File: config.mk
export PLATFORM = sky130hd
export DESIGN_NAME = issue_queue
export DESIGN_NICKNAME = d
export VERILOG_FILES = /design/src/rtl/issue_queue_pkg.sv /design/src/rtl/issue_queue_entry.sv /design/src/rtl/issue_queue.sv
export SDC_FILE = /design/constraint.sdc
export NUM_CORES = 1
export LEC_CHECK = 0
export BUFFER_PORTS_ARGS = -buffer_cell sky130_fd_sc_hd__buf_4
export CAP_MARGIN = 40
export CORE_UTILIZATION = 47
export DETAILED_ROUTE_END_ITERATION = 16
export PLACE_DENSITY = 0.75
export RECOVER_POWER = 100
export SYNTH_ARGS = -nofsm -noshare
export SYNTH_HDL_FRONTEND = slang
export SYNTH_SLANG_ARGS = --single-unit
File: constraint.sdc
create_clock -name clk -period 4.99 [get_ports clk]
set_clock_uncertainty 0.05 [all_clocks]
set_input_delay 0.2495 -clock clk [delete_from_list [all_inputs] [get_ports clk]]
set_output_delay 0.2495 -clock clk [all_outputs]
set_load 0.1 [all_outputs]
File: src/rtl/issue_queue_pkg.sv
// Shared types and helpers for the age-ordered collapsing issue queue.
// Entry payload widths are fixed by the package constants below.
package issue_pkg;

    localparam int PREG_BITS_DEFAULT = 7;
    localparam int CTRL_BITS_DEFAULT = 16;
    localparam int WAKEUP_PORTS_MAX  = 8;
    localparam int WK_PDST_W         = WAKEUP_PORTS_MAX * PREG_BITS_DEFAULT;

    typedef struct packed {
        logic                         valid;
        logic [PREG_BITS_DEFAULT-1:0] src1;
        logic                         p1;
        logic [PREG_BITS_DEFAULT-1:0] src2;
        logic                         p2;
        logic [CTRL_BITS_DEFAULT-1:0] ctrl;
    } iq_entry_t;

    // Unused ports are zero-padded by the caller, so their valid bits never hit.
    function automatic logic match_any(
        input logic [PREG_BITS_DEFAULT-1:0] tag,
        input logic [WAKEUP_PORTS_MAX-1:0]  wk_vld,
        input logic [WK_PDST_W-1:0]         wk_pdst
    );
        logic hit;
        hit = 1'b0;
        for (int k = 0; k < WAKEUP_PORTS_MAX; k++) begin
            if (wk_vld[k] && (wk_pdst[k*PREG_BITS_DEFAULT +: PREG_BITS_DEFAULT] == tag))
                hit = 1'b1;
        end
        return hit;
    endfunction

endpackage

File: src/rtl/issue_queue_entry.sv
// One issue-queue slot: hold / shift-in from the slot above / dispatch write, with wakeup.
// State updates on the next edge; ready reflects registered state only.
module iq_entry
    import issue_pkg::*;
(
    input  logic                        clk,
    input  logic                        i_reset,
    input  logic                        i_flush,
    input  logic                        i_shift,
    input  logic                        i_write,
    input  iq_entry_t                   i_upper,
    input  iq_entry_t                   i_disp,
    input  logic [WAKEUP_PORTS_MAX-1:0] i_wk_vld,
    input  logic [WK_PDST_W-1:0]        i_wk_pdst,
    output iq_entry_t                   o_entry,
    output logic                        o_ready
);

    iq_entry_t r_entry;
    iq_entry_t w_base;
    iq_entry_t w_next;

    // Wakeup is applied after the mux so shifted and dispatched entries never miss a broadcast.
    always_comb begin
        w_base = r_entry;
        if (i_write)
            w_base = i_disp;
        else if (i_shift)
            w_base = i_upper;
        w_next = w_base;
        if (w_base.valid) begin
            w_next.p1 = w_base.p1 | match_any(w_base.src1, i_wk_vld, i_wk_pdst);
            w_next.p2 = w_base.p2 | match_any(w_base.src2, i_wk_vld, i_wk_pdst);
        end
    end

    always_ff @(posedge clk) begin
        if (i_reset || i_flush)
            r_entry <= '0;
        else
            r_entry <= w_next;
    end

    assign o_entry = r_entry;
    assign o_ready = r_entry.valid & r_entry.p1 & r_entry.p2;

endmodule

File: src/rtl/issue_queue.sv
// Age-ordered collapsing issue queue: oldest-ready select, one dispatch and one issue per cycle.
// Wakeup-to-issue is one cycle; disp_ready drops when full and ignores a same-cycle issue.
module issue_queue
    import issue_pkg::*;
#(
    parameter int NUM_SLOTS        = 8,
    parameter int NUM_WAKEUP_PORTS = 2,
    parameter int PREG_BITS        = PREG_BITS_DEFAULT,
    parameter int CTRL_BITS        = CTRL_BITS_DEFAULT,
    localparam int OCC_W           = $clog2(NUM_SLOTS + 1)
) (
    input  logic                                  clk,
    input  logic                                  reset,
    input  logic                                  flush,
    input  logic                                  disp_valid,
    output logic                                  disp_ready,
    input  logic [PREG_BITS-1:0]                  disp_src1,
    input  logic                                  disp_p1,
    input  logic [PREG_BITS-1:0]                  disp_src2,
    input  logic                                  disp_p2,
    input  logic [CTRL_BITS-1:0]                  disp_ctrl,
    input  logic [NUM_WAKEUP_PORTS-1:0]           wakeup_valid,
    input  logic [NUM_WAKEUP_PORTS*PREG_BITS-1:0] wakeup_pdst,
    output logic                                  issue_valid,
    input  logic                                  issue_ready,
    output logic [PREG_BITS-1:0]                  issue_src1,
    output logic [PREG_BITS-1:0]                  issue_src2,
    output logic [CTRL_BITS-1:0]                  issue_ctrl,
    output logic [OCC_W-1:0]                      occupancy
);

    logic [OCC_W-1:0]            r_occ;
    logic [WAKEUP_PORTS_MAX-1:0] w_wk_vld;
    logic [WK_PDST_W-1:0]        w_wk_pdst;
    iq_entry_t                   w_disp;
    iq_entry_t                   w_entry [NUM_SLOTS];
    logic [NUM_SLOTS-1:0]        w_ready;
    logic [NUM_SLOTS-1:0]        w_shift;
    logic [NUM_SLOTS-1:0]        w_write;
    logic                        w_any;
    logic [OCC_W-1:0]            w_sel;
    logic [PREG_BITS_DEFAULT-1:0] w_pick_src1;
    logic [PREG_BITS_DEFAULT-1:0] w_pick_src2;
    logic [CTRL_BITS_DEFAULT-1:0] w_pick_ctrl;
    logic                        w_fire;
    logic                        w_accept;
    logic [OCC_W-1:0]            w_wr_idx;

    assign w_wk_vld  = WAKEUP_PORTS_MAX'(wakeup_valid);
    assign w_wk_pdst = WK_PDST_W'(wakeup_pdst);

    always_comb begin
        w_disp       = '0;
        w_disp.valid = 1'b1;
        w_disp.src1  = PREG_BITS_DEFAULT'(disp_src1);
        w_disp.p1    = disp_p1;
        w_disp.src2  = PREG_BITS_DEFAULT'(disp_src2);
        w_disp.p2    = disp_p2;
        w_disp.ctrl  = CTRL_BITS_DEFAULT'(disp_ctrl);
    end

    // Descending scan so the lowest (oldest) ready slot wins.
    always_comb begin
        w_any       = 1'b0;
        w_sel       = '0;
        w_pick_src1 = '0;
        w_pick_src2 = '0;
        w_pick_ctrl = '0;
        for (int i = NUM_SLOTS - 1; i >= 0; i--) begin
            if (w_ready[i]) begin
                w_any       = 1'b1;
                w_sel       = OCC_W'(i);
                w_pick_src1 = w_entry[i].src1;
                w_pick_src2 = w_entry[i].src2;
                w_pick_ctrl = w_entry[i].ctrl;
            end
        end
    end

    assign issue_valid = w_any & ~reset;
    assign issue_src1  = issue_valid ? PREG_BITS'(w_pick_src1) : '0;
    assign issue_src2  = issue_valid ? PREG_BITS'(w_pick_src2) : '0;
    assign issue_ctrl  = issue_valid ? CTRL_BITS'(w_pick_ctrl) : '0;

    assign disp_ready = (r_occ < OCC_W'(NUM_SLOTS)) & ~reset;
    assign w_fire     = issue_valid & issue_ready;
    assign w_accept   = disp_valid & disp_ready;
    assign w_wr_idx   = w_fire ? (r_occ - OCC_W'(1)) : r_occ;

    genvar gi;
    generate
        for (gi = 0; gi < NUM_SLOTS; gi++) begin : g_slot
            iq_entry_t w_upper;
            if (gi == NUM_SLOTS - 1) begin : g_top
                assign w_upper = '0;
            end else begin : g_mid
                assign w_upper = w_entry[gi+1];
            end

            assign w_shift[gi] = w_fire & (OCC_W'(gi) >= w_sel);
            assign w_write[gi] = w_accept & (OCC_W'(gi) == w_wr_idx);

            iq_entry u_entry (
                .clk       (clk),
                .i_reset   (reset),
                .i_flush   (flush),
                .i_shift   (w_shift[gi]),
                .i_write   (w_write[gi]),
                .i_upper   (w_upper),
                .i_disp    (w_disp),
                .i_wk_vld  (w_wk_vld),
                .i_wk_pdst (w_wk_pdst),
                .o_entry   (w_entry[gi]),
                .o_ready   (w_ready[gi])
            );
        end
    endgenerate

    always_ff @(posedge clk) begin
        if (reset || flush)
            r_occ <= '0;
        else
            r_occ <= r_occ + OCC_W'(w_accept) - OCC_W'(w_fire);
    end

    assign occupancy = r_occ;

endmodule
**After elaboration in Yosys (flattened, before gate mapping)**

Index checks and enable logic that the tools add are counted.

- Output and inout bits: 36
- Logic and storage cells: 319
- Register bits: 268
- Input bits: 53

- Equality and inequality tests: 39
- Add/subtract/negate cells: 3
- Magnitude comparators: 9
- Bitwise gates (word level): 53
- Mux-type cells: 124
- Reduce and logical (&&, ||, !) cells: 42

Operators with widths:

| operator | count |
|---|---|
| 33-bit 2-to-1 mux | 16 |
| 7-bit equality test | 32 |
| 16-bit 2-to-1 mux | 9 |
| 7-bit 2-to-1 mux | 18 |
| 1-bit 2-to-1 mux | 72 |
| 1-bit bitwise AND | 36 |
| 1-bit logical AND | 32 |
| 4-bit 2-to-1 mux | 8 |
| 3-bit by 4-bit equality test with 1-bit output, first input constant | 4 |
| 3-bit by 4-bit >= comparator with 1-bit output, first input constant | 4 |
| 1-bit OR | 16 |
| 2-bit nonzero test | 8 |
| 2-bit by 4-bit equality test with 1-bit output, first input constant | 2 |
| 1-bit by 4-bit >= comparator with 1-bit output, first input constant | 2 |
| 2-bit by 4-bit >= comparator with 1-bit output, first input constant | 2 |
| 4-bit by 1-bit adder with 4-bit output | 1 |
| 1-bit by 4-bit equality test with 1-bit output, first input constant | 1 |
| 4-bit zero test | 1 |
| 4-bit < comparator, second input constant | 1 |
| 4-bit by 1-bit subtractor with 4-bit output | 1 |
| 4-bit by 1-bit subtractor with 4-bit output, second input constant | 1 |
| 3-bit 2-to-1 mux | 1 |
| 1-bit logical OR | 1 |
| 1-bit inverter | 1 |

**Logic depth before layout (Yosys ltp)**

- Depth after elaboration: 23
- Mapped depth: 14
- Mapped depth without buffers: 12

**Hierarchy**

From an unflattened synthesis, not the netlist that was laid out.

- Cell total of the unflattened synthesis: 3336
- Area, all modules: 28429.8 µm²

By module, submodules not included:

| module | area an instance (µm²) | sequential area each (µm²) | cells an instance | times used |
|---|---|---|---|---|
| iq_entry | 3205.6 | 660.6 | 362 | 8 |
| issue_queue | 2785.2 | 80.1 | 440 | 1 |

**Worst setup path after synthesis**

OpenSTA, ideal clock, no wires.

- Kind: reg2reg
- From: register r_occ[3] (netlist: occupancy[3])
- To: register g_slot[6].u_entry.r_entry, in the netlist g_slot[6].u_entry.o_entry[24]
- Library setup time: 0.059 ns
- Setup slack: 0.646 ns
- Data required time: 4.881 ns
- Period minus slack after synthesis: 4.344 ns
- Arrival time: 4.235 ns
- Stages on the path, launching flop included: 10
- Buffers on the path: 0
- Path through: dfxtp_1 > nor2_1 > nand3_1 > o22a_2 > or3_4 > nand2_2 > xnor2_1 > or4_1 > o21ai_1 > a22o_1

- Cells in the longest elaborated chain, start to end: 12
- Elaborated cells on any way between the ends: 17
- Those cells by class: add/sub: 1; order compare: 1; eq/ne: 3; mux: 6; bitwise: 4; reduce/logical: 2

Ends and longest elaborated chain:

| what | line | text |
|---|---|---|
| from (decl) | issue_queue.sv:32 | `logic [OCC_W-1:0] r_occ;` |
| from (signal assigned) | issue_queue.sv:123 | `r_occ <= r_occ + OCC_W'(w_accept) - OCC_W'(w_fire);` |
| 4-bit < comparator * | issue_queue.sv:85 | `assign disp_ready = (r_occ < OCC_W'(NUM_SLOTS)) & ~reset;` |
| 1-bit bitwise AND * | issue_queue.sv:85 |  |
| named net disp_ready | issue_queue.sv:16 | `output logic disp_ready,` |
| 1-bit bitwise AND * | issue_queue.sv:87 | `assign w_accept = disp_valid & disp_ready;` |
| 1-bit bitwise AND * | issue_queue.sv:101 | `assign w_write[gi] = w_accept & (OCC_W'(gi) == w_wr_idx);` |
| 33-bit 2-to-1 mux * | issue_queue_entry.sv:26 | `if (i_write)` |
| 7-bit equality test | issue_queue_pkg.sv:28 | `if (wk_vld[k] && (wk_pdst[k*PREG_BITS_DEFAULT +: PREG_BITS_DEFAULT] == tag))` |
| 1-bit logical AND | issue_queue_pkg.sv:28 |  |
| 1-bit 2-to-1 mux (2 in a row) | issue_queue_pkg.sv:28 |  |
| 1-bit 2-to-1 mux | issue_queue_entry.sv:31 | `if (w_base.valid) begin` |
| 1-bit OR | issue_queue_entry.sv:32 | `w_next.p1 = w_base.p1 \| match_any(w_base.src1, i_wk_vld, i_wk_pdst);` |
| 1-bit 2-to-1 mux * | issue_queue_entry.sv:31 |  |
| to (signal assigned) | issue_queue_entry.sv:41 | `r_entry <= w_next;` |
| to (decl) | issue_queue_entry.sv:19 | `iq_entry_t r_entry;` |

The timed path passes the listed nets; every way through them passes the cells marked *. The select of a mux whose other input is x is not followed.
A chain may end at the register's enable or synchronous reset.

**Worst setup path in the final report**

- From: register g_slot[7].u_entry.r_entry, in the netlist g_slot[7].u_entry.o_entry[24]
- To: output issue_ctrl[4]

- Cells in the longest elaborated chain, start to end: 12
- Elaborated cells on any way between the ends: 20
- Those cells by class: mux: 17; bitwise: 3

Ends and longest elaborated chain:

| what | line | text |
|---|---|---|
| from (decl) | issue_queue_entry.sv:19 |  |
| from (signal assigned) | issue_queue_entry.sv:41 |  |
| 1-bit bitwise AND * (2 in a row) | issue_queue_entry.sv:45 | `assign o_ready = r_entry.valid & r_entry.p1 & r_entry.p2;` |
| 1-bit 2-to-1 mux (8 in a row) | issue_queue.sv:70 | `if (w_ready[i]) begin` |
| 1-bit bitwise AND | issue_queue.sv:80 | `assign issue_valid = w_any & ~reset;` |
| 16-bit 2-to-1 mux * | issue_queue.sv:83 | `assign issue_ctrl = issue_valid ? CTRL_BITS'(w_pick_ctrl) : '0;` |
| to (decl) | issue_queue.sv:28 | `output logic [CTRL_BITS-1:0] issue_ctrl,` |

Mark *: on every way between the ends. The rest lies on a longest branch, timed or not.

==> impl_metrics.ini <==
[pwr]
intPower_mw = 3.49
p_leak_nw = 7.83
combPwrFrac_pct = 10.4
p_switching_mw = 1.28
p_total_mw = 4.77
p_clk_share_pct = 44.4
swShare_pct = 26.8
pwr-share-seq_pct = 45.2
vdd_ir_drop_max_v = 0.000210
p_per_area_mw_per_mm2 = 237

[routing]
vias = 18275
route.detailed.drc = 0
drtPass1Iterations = 5
vias_per_cell = 6.53
ant_nets = 0
drt-total-wl_mm = 70.4
drtIter0Drc = 1726
wl_per_cell_um = 25.1

[die]
die_y_um = 199
rows = 71
coreArea_mm2 = 0.0379
dieWidth_um = 199
initial_core_util_pct = 48.1
io-pin-count = 89
dieArea_mm2 = 0.0396

[timing]
tns_ns = 0
timing_hold_violations_final = 0
setup_viol = 0
period_minus_slack_ns = 4.69
worst_pin_slew_ns = 1.33
slew_viol_final = 0
holdWs_ns = 0.0276
max_freq_mhz = 213
fin_ws_ns = 0.304
min_period_over_period_pct = 93.9
rsz0062_at_grt = false
slew_headroom_pct = 11.5

[global_route]
groute.usage.overall_pct = 35.0
antenna_found_initial = 0
grt_pass1_vias = 17520
grt_max_degree = 198
grt_remaining_overflow = 0
grt_pass1_wl_mm = 105

[yosys]
avgSynthCellArea_um2 = 7.87
ys_seq_area_share_pct = 29.4
ys_ff_latch = 268
syn_area_mm2 = 0.0182
postSynthCellCount = 2317
synth_edf_count = 0
async_flop_share_pct = 0
ys_types = 73
yosysWarnings = 0
synthFlopType = dfxtp_1
syn_nets = 2378

[clock_tree]
cts_made_buffers = 29
ctsLongestPathBuffers = 3
root_buffer = clkbuf_16
path_clk_slew_ns = 0.06
clk_latency_ns = 0.60
cts-resized-gates = 0
cts_setup_buffers = 0
htreeDepth = 1
cts_tree = yes
hold_buffers = 19
clkSinkCount = 268

[outcome]
outcome = finished clean

[critical_path]
critPathMaxFanout = 16
cp.arrival_ns = 4.39
reg2reg_depth = 11
rr_startpoint = g_slot[1].u_entry.o_entry[24]
reg2reg_slack_ns = 0.32
start_kind = flip-flop
worst_ep_required_time_ns = 4.69
criticalPathCategory = flip-flop to primary output
crit_path_end_kind = primary output
rr_endpoint = g_slot[7].u_entry.o_entry[16]

[placed_design]
placed_cells = 2732
placed_area_mm2 = 0.0191
place_congestion = 1.00
place_hpwl_mm = 47.5
pre_cts_ws_ns = 0.844
port_buffers = 88

[final_layout]
design_area_mm2 = 0.0201
layout.cells.non_filler = 2800
fin_util_pct = 53.0
nNetsFinal = 2332
synthToLayoutAreaGrowth_pct = 10.2
drive_gt1_share_pct = 11.8
antenna_cells = 0

[min_path]
hold_path_class = primary input to flip-flop
worstHoldPathCells = 3
min_to = g_slot[7].u_entry.o_entry[27]
min_from = disp_src1[2]

[run]
max_cap_violations = 0
## kinds of logic after synthesis
family / share of synthesized area [%]
buf+inv: 5.66
compound gates: 20.1
mux: 16.2
fa+ha+maj: 0.590
simple gates: 20.6
flops: 29.4
xor+xnor: 7.54
## critical path: stages (launching register included)
cell	delay, ns
dfxtp_1	0.45
nand3_1	0.27
nor2_1	0.98
buf_4	0.40
a221oi_1	0.12
nor3_1	0.35
a211oi_1	0.09
nor3_1	0.24
a211oi_1	0.09
nor3_1	0.26
clkbuf_2	0.52
## worst max-delay path by stage
stage                                          endpoint  slack (ns)                           from  depth (start not counted)
after CTS                                 issue_src1[4]        0.80  g_slot[4].u_entry.o_entry[16]                         11
final                                     issue_ctrl[4]        0.30  g_slot[7].u_entry.o_entry[24]                         10
after detailed placement  g_slot[4].u_entry.o_entry[24]        0.84  g_slot[1].u_entry.o_entry[24]                         11
after floorplan           g_slot[6].u_entry.o_entry[24]        0.65                   occupancy[3]                          9
after global placement    g_slot[6].u_entry.o_entry[24]        0.69  g_slot[1].u_entry.o_entry[24]                         10
after global routing                      issue_ctrl[4]        0.25  g_slot[7].u_entry.o_entry[24]                         10
## flip-flops by register name, indices dropped and copies added (netlist names)
signal and flops:
occupancy 4, g_slot.u_entry.o_entry 264
## power groups by stage
stage	Combinational (mW)	Clock (mW)	Sequential [mW]
2_1_floorplan	0.288	0	2.20
5_1_grt	0.514	2.23	2.16
6_report	0.495	2.12	2.16
3_5_place_dp	0.467	0	2.20
3_3_place_gp	0.463	0	2.20
4_1_cts	0.480	2.13	2.16
## layout by cell type, fill, tap and decap left out, types with 58 or more instances in the layout
cell / count
nand2_1: 128
nor3_1: 110
nor2_1: 361
o22ai_1: 77
mux2_2: 73
a211oi_1: 163
a21oi_1: 89
mux2i_1: 207
xnor2_1: 139
nand3_1: 58
dfxtp_1: 268
buf_4: 101
## Yosys cell counts (3+ instances only)
| cell type | n | area [um2] |
|---|---|---|
| clkbuf_2 | 16 | 80.1 |
| a221oi_1 | 33 | 289 |
| and3_1 | 12 | 75.1 |
| a211o_1 | 8 | 70.1 |
| nor4_1 | 28 | 175 |
| nor2b_1 | 8 | 50.1 |
| o21ai_1 | 11 | 55.1 |
| or4_1 | 8 | 60.1 |
| nand2b_1 | 5 | 31.3 |
| o21ai_0 | 37 | 185 |
| nand2_1 | 126 | 473 |
| and2_1 | 53 | 332 |
| dfxtp_1 | 268 | 5370 |
| buf_1 | 27 | 101 |
| o22ai_1 | 77 | 482 |
| a21oi_1 | 89 | 445 |
| a211oi_1 | 163 | 1220 |
| ha_1 | 7 | 87.6 |
| mux2i_1 | 207 | 2070 |
| a21oi_2 | 3 | 26.3 |
| nand3_1 | 58 | 290 |
| xor2_1 | 18 | 158 |
| nand4_1 | 28 | 175 |
| clkinv_1 | 3 | 11.3 |
| nor2_1 | 361 | 1360 |
| nor3_1 | 110 | 551 |
| mux2_2 | 76 | 856 |
| o211ai_1 | 45 | 338 |
| a2111oi_0 | 3 | 26.3 |
| a311oi_1 | 16 | 140 |
| buf_2 | 26 | 130 |
| a41oi_1 | 5 | 43.8 |
| or2_2 | 3 | 18.8 |
| clkbuf_1 | 157 | 589 |
| nand2_2 | 5 | 31.3 |
| xnor2_1 | 139 | 1220 |
| a31oi_1 | 3 | 18.8 |
| a22o_1 | 3 | 26.3 |
| o2111ai_1 | 3 | 26.3 |
| inv_1 | 21 | 78.8 |
| buf_4 | 3 | 22.5 |
## layout make-up
type / instances / area (um2)
inverters: 26 / 97.6
clock buffers: 44 / 832
fillers: 3589 / 17800
multi-input cells: 1793 / 11900
flip-flops and latches: 268 / 5370
repair buffers: 153 / 1180
well taps: 511 / 639
clock inverters: 5 / 65.1
## metal layers
layer	GRT usage (%)	share of wire, %	vias up	wire (um)
li1	-	-	8304	-
met4	20.5	7.0	0	4920
met5	0	0	-	0
met3	6.41	8.3	293	5860
met2	58.4	46	988	32400
met1	42.0	39	8690	27200
(Power assumes the default switching activity.)
